==> config.mk <==
export PLATFORM = sky130hd
export DESIGN_NAME = eng_outbuf
export DESIGN_NICKNAME = d
export VERILOG_FILES = /design/src/rtl/eng_pkg.sv /design/src/rtl/outbuf_mem.sv /design/src/rtl/eng_outbuf.sv
export SDC_FILE = /design/constraint.sdc
export NUM_CORES = 1
export LEC_CHECK = 0
export ABC_AREA = 1
export CORE_UTILIZATION = 53
export DETAILED_ROUTE_END_ITERATION = 12
export HOLD_SLACK_MARGIN = 0.08
export PLACE_DENSITY = 0.72
export SYNTH_ARGS = -nofsm -noshare
export SYNTH_HDL_FRONTEND = slang
export SYNTH_SLANG_ARGS = --single-unit
==> constraint.sdc <==
create_clock -name clk -period 2.35 [get_ports clk]
set_clock_uncertainty 0.05 [all_clocks]
set_input_delay 0.47 -clock clk [delete_from_list [all_inputs] [get_ports clk]]
set_output_delay 0.47 -clock clk [all_outputs]
set_load 0.02 [all_outputs]
==> src/rtl/eng_pkg.sv <==
// eng_pkg: shared geometry and parity word/row types for the engine output path.
package eng_pkg;
    localparam int W = 4;
    localparam int PACKET_LENGTH = 2;
    localparam int PCK_TREE_XOR_UNITS_NUM = 2;
    typedef logic [W-1:0][PACKET_LENGTH-1:0] parity_row_t;
    typedef parity_row_t [PCK_TREE_XOR_UNITS_NUM-1:0] parity_word_t;
endpackage

==> src/rtl/outbuf_mem.sv <==
// outbuf_mem: parity word storage, one synchronous write port, one asynchronous read port.
module outbuf_mem
    import eng_pkg::*;
#(
    parameter int DEPTH = 8,
    parameter int AW = $clog2(DEPTH)
) (
    input  logic         clk,
    input  logic         we,
    input  logic [AW-1:0] waddr,
    input  parity_word_t wdata,
    input  logic [AW-1:0] raddr,
    output parity_word_t rdata
);
    parity_word_t mem_q [DEPTH];
    always_ff @(posedge clk) begin
        if (we) mem_q[waddr] <= wdata;
    end
    assign rdata = mem_q[raddr];
endmodule

==> src/rtl/eng_outbuf.sv <==
// eng_outbuf: FIFO of engine parity words, acked per write, streamed to the host one row per beat.
module eng_outbuf
    import eng_pkg::*;
#(
    parameter int DEPTH = 8,
    parameter int CNT_W = $clog2(DEPTH + 1),
    parameter int ROW_W = (PCK_TREE_XOR_UNITS_NUM > 1) ? $clog2(PCK_TREE_XOR_UNITS_NUM) : 1
) (
    input  logic                     clk,
    input  logic                     rst,
    input  logic [PACKET_LENGTH-1:0] eng_outbuf_dout_reg [0:PCK_TREE_XOR_UNITS_NUM-1][0:W-1],
    input  logic                     eng_outbuf_wr_req,
    output logic                     outbuf_eng_wr_ack,
    output logic                     outbuf_eng_full,
    input  logic                     outbuf_flush,
    output logic [W*PACKET_LENGTH-1:0] outbuf_dout,
    output logic [ROW_W-1:0]         outbuf_dout_row,
    output logic                     outbuf_dout_val,
    input  logic                     host_outbuf_rdy,
    output logic                     outbuf_empty,
    output logic [CNT_W-1:0]         outbuf_cnt,
    output logic                     outbuf_ovf_err
);
    localparam int PTR_W = $clog2(DEPTH);
    localparam logic [ROW_W-1:0] ROW_LAST = ROW_W'(PCK_TREE_XOR_UNITS_NUM - 1);

    logic [PTR_W-1:0] wr_ptr_q, wr_ptr_d, rd_ptr_q, rd_ptr_d;
    logic [CNT_W-1:0] cnt_q, cnt_d;
    logic [ROW_W-1:0] row_q, row_d;
    logic             ack_q, ack_d, ovf_q, ovf_d;
    logic             push, beat, pop;
    parity_word_t     wr_word, rd_word;

    always_comb begin
        wr_word = '0;
        for (int r = 0; r < PCK_TREE_XOR_UNITS_NUM; r++)
            for (int p = 0; p < W; p++)
                wr_word[r][p] = eng_outbuf_dout_reg[r][p];
    end

    assign outbuf_eng_full = cnt_q == CNT_W'(DEPTH);
    assign outbuf_empty    = cnt_q == '0;
    assign outbuf_dout_val = !outbuf_empty;

    // ack_q blocks a second write of the request the engine is still holding
    always_comb begin
        push     = eng_outbuf_wr_req && !outbuf_eng_full && !outbuf_flush && !ack_q;
        beat     = outbuf_dout_val && host_outbuf_rdy && !outbuf_flush;
        pop      = beat && row_q == ROW_LAST;
        wr_ptr_d = outbuf_flush ? '0 : wr_ptr_q + PTR_W'(push);
        rd_ptr_d = outbuf_flush ? '0 : rd_ptr_q + PTR_W'(pop);
        cnt_d    = outbuf_flush ? '0 : cnt_q + CNT_W'(push) - CNT_W'(pop);
        row_d    = (outbuf_flush || pop) ? '0 : row_q + ROW_W'(beat);
        ack_d    = push;
        ovf_d    = ovf_q || (eng_outbuf_wr_req && outbuf_eng_full && !ack_q);
    end

    always_ff @(posedge clk or posedge rst) begin
        if (rst) begin
            wr_ptr_q <= '0;
            rd_ptr_q <= '0;
            cnt_q    <= '0;
            row_q    <= '0;
            ack_q    <= 1'b0;
            ovf_q    <= 1'b0;
        end else begin
            wr_ptr_q <= wr_ptr_d;
            rd_ptr_q <= rd_ptr_d;
            cnt_q    <= cnt_d;
            row_q    <= row_d;
            ack_q    <= ack_d;
            ovf_q    <= ovf_d;
        end
    end

    outbuf_mem #(.DEPTH(DEPTH)) u_mem (
        .clk   (clk),
        .we    (push),
        .waddr (wr_ptr_q),
        .wdata (wr_word),
        .raddr (rd_ptr_q),
        .rdata (rd_word)
    );

    assign outbuf_dout       = rd_word[row_q];
    assign outbuf_dout_row   = row_q;
    assign outbuf_eng_wr_ack = ack_q;
    assign outbuf_cnt        = cnt_q;
    assign outbuf_ovf_err    = ovf_q;
endmodule

==> impl_metrics.csv <==
group,metric,value,unit
worst_setup_path,cp_slowest_cell,"dfrtp_2",
sta,fin_crit_sh,98.3,%
sta,worst_slack,0.0398,ns
grt,grt_start_max_net_pins,43,
synth,synth_cells,603,
clocking,clockBufferDepth,2,
synth,synth-compound-area-share,0.382,%
die,die_w,110,um
sta,period_minus_slack,2.31,ns
worst_setup_path,worstSetupStartpointType,"flop",
clocking,cts_made_buffers,17,
route,vias,4468,
sta,hold_violations,0,
cells_and_area,fillCellCount,806,
route,drc_errors,0,
synth,synth_top_family_by_area,"simple AND/OR/NAND/NOR gates",
clocking,ctsRootBufferMaster,"clkbuf_16",
placement,gp_congestion,0.776,
grt,grt.total_usage,26.2,%
route,drt_wl_total,14.8,mm
synth,syn_nets,635,
clocking,cts.htree.levels,4,
worst_setup_path,worstPathArrival,1.79,ns
grt,first_global_vias,4559,
worst_setup_path,cpPeakStageDelay,0.47,ns
cells_and_area,fin_area,0.00789,mm^2
clocking,cts_tree,"built",
job,cap_violations,0,
synth,synth.most_common_cell,"nand2_1",
sta,hold-worst-slack,0.342,ns
die,core,0.0114,mm^2
route,antenna_left,0,
worst_setup_path,reg2reg_slack,0.15,ns
synth,synthArstFlopShare,9.22,%
route,vias_per_cell,5.38,
status,status,"finished, final reports clean",
sta,max_freq,433,MHz
worst_setup_path,rr_worst_depth,11,
synth,avgSynthCellArea,10.3,um^2
synth,synth-main-ff-cell,"edfxtp_1",
grt,grt_pass1_wl,22.6,mm
cells_and_area,syn_to_final_growth,26.8,%
synth,ys_ff_latch,141,
worst_setup_path,cpMostUsedCell,"nand3_1",
worst_setup_path,criticalPathCategory,"flop to output pin",
worst_setup_path,end_kind,"output pin",
synth,ys_seq_area_share,67.0,%
synth,synth_cell_type_count,20,
worst_setup_path,r2r_start,"outbuf_cnt[2]",
sta,setup_viol,0,
grt,antenna_found_initial,0,
worst_setup_path,worstPathMaxFanout,11,
worst_setup_path,crit_buf_inv,3,
route,detailedRoute.firstIterationViolations,331,
placement,port_buffers,38,
sta,tns,0,ns
clocking,cts.sink_count,141,
synth,synth_top_area_share,61.8,%
worst_setup_path,path_cells,"buf_6, clkbuf_16, nand2_1, nand3_1, nand3_1, nand3_1, nand2_2, buf_6",
worst_setup_path,path_delay_family,"flip-flops",
cells_and_area,multiInputGateArea,0.00154,mm^2
pwr,leakage,3.45,nW
synth,synth_fa_ha_area_share,2.33,%
die,die_area,0.0122,mm^2
placement,place_ws,-0.0749,ns
cells_and_area,n_antenna_cell,0,
worst_setup_path,critPathRequiredTime,1.83,ns
synth,synth.largest_area_cell,"edfxtp_1",
die,start_util,54.5,%
die,rows,39,
grt,grt_overflow,0,
clocking,cts.clk_slew.worst_paths,0.06,ns
die,dieHeight,110,um
sta,tightest_slew,0.519,ns
cells_and_area,drive_gt1_share,15.0,%
die,io-pin-count,39,
sta,rsz0062_at_grt,"yes",
cells_and_area,final_nets,707,
pwr,p_per_area,886,mW/mm^2
cells_and_area,final_util,69.1,%
clocking,clock_latency,0.41,ns
synth,synthMuxAreaShare,0,%
placement,dp_hpwl,8.63,mm
sta,slew_headroom,65.3,%
synth,synth_xor_area_share,0.563,%
synth,synth_edf_count,128,
route,drt_pass1_iterations,6,
synth,synth_top_cells_by_area,"edfxtp_1 (62%), nand2_1 (11%), nand3_1 (8.0%)",
synth,synth_common_cells,"nand2_1 (177), edfxtp_1 (128), inv_1 (118)",
synth,synth-simple-area-share,20.3,%
worst_setup_path,regToRegEndpoint,"outbuf_cnt[2]",
synth,synthesis.area,0.00622,mm^2
placement,postPlaceCellArea,0.00703,mm^2
synth,ys_warn_count,0,
pwr,peakVddDrop,0.552,mV
worst_hold_path,holdCritPathClass,"input port to asynchronous set/reset pin",
cells_and_area,regArea,0.00417,mm^2
sta,finalMaxSlewViolations,0,
route,wl_per_cell,17.8,um
==> cell usage in the layout (no fill, tap or decap) <==
cell type          n
nand2_1          174
edfxtp_1         128
inv_1            115
nand3_1           93
buf_4             31
clkdlybuf4s50_1   27
clkbuf_16         18
nor2_1            11
dfrtp_1           11
ha_1              10
bufinv_16          9
buf_6              9
nor3_2             8
buf_12             7
nand3_2            6
xnor2_1            4
nand2_2            3
inv_2              2
clkinvlp_4         2
a21oi_1            2
clkinv_2           2
clkbuf_1           2
dlygate4sd2_1      2
dfrtp_2            2
clkinv_4           1
nand4_1            1
o21ai_0            1
and2_1             1
nor3b_1            1
a31o_2             1
fa_1               1
clkbuf_8           1
buf_2              1
dlymetal6s2s_1     1
==> per-stage QoR <==
step | std cells | power (mW)
detailed placement | 795 | 3.71
finish | 831 | 6.99
global placement | 795 | 3.69
floorplan | 603 | 3.31
global route | 831 | 7.22
CTS | 828 | 6.98
==> state kept, by name, indices dropped and copies added, names as in the netlist <==
register,cells
outbuf_cnt,4
outbuf_dout_row,1
outbuf_eng_wr_ack,1
outbuf_ovf_err,1
rd_ptr_q,3
u_mem.mem_q,128
wr_ptr_q,3
==> cell type report <==
type                       instances  share of cell area [%]
clock buffer                      20                    5.66
sequential                       141                    52.9
timing repair buffer              79                    10.2
tap                              143                    2.27
multi-input combinational        317                    19.6
clock inverter                    12                    3.65
inverter                         119                    5.77
==> layer usage <==
layer,global-route usage (%),share of wire [%],wire length [um]
met5,0,0,0
met4,14.5,3.6,528
met2,44.0,52,7650
met1,30.6,37,5510
met3,7.00,7.6,1130
==> where the power goes <==
group	leakage, nW	switching (mW)	total, mW	internal (mW)
combinational	1.77	0.482	0.815	0.333
clock	0.354	0.985	3.32	2.34
sequential	1.33	0.0378	2.85	2.82
total	3.45	1.50	6.99	5.49
==> worst max path at each step <==
stage / cells after the start / startpoint / to
2_1_floorplan: 6 / outbuf_cnt[2] / u_mem.mem_q[6][0]
3_3_place_gp: 10 / outbuf_flush / outbuf_cnt[2]
3_5_place_dp: 10 / outbuf_flush / outbuf_cnt[2]
4_1_cts: 9 / rd_ptr_q[0] / outbuf_dout[0]
5_1_grt: 8 / rd_ptr_q[0] / outbuf_dout[0]
6_report: 8 / rd_ptr_q[0] / outbuf_dout[3]
==> repair_timing <==
action	in CTS	in global routing
setup buffers	1	1
pin swaps	0	5
gates cloned	0	2
endpoints found under the setup margin	10	9
hold buffers	0	0
resized for setup	42	22
hold endpoints to repair	0	0
==> kinds of logic (layout without fill, tap and decap cells) <==
family	count (synthesis)	in the layout
compound gates	4	4
xor+xnor	4	4
fa+ha+maj	11	11
buf+inv	145	230
flops	141	141
simple gates	298	298
Note: power is estimated with default switching activity, not from simulation.
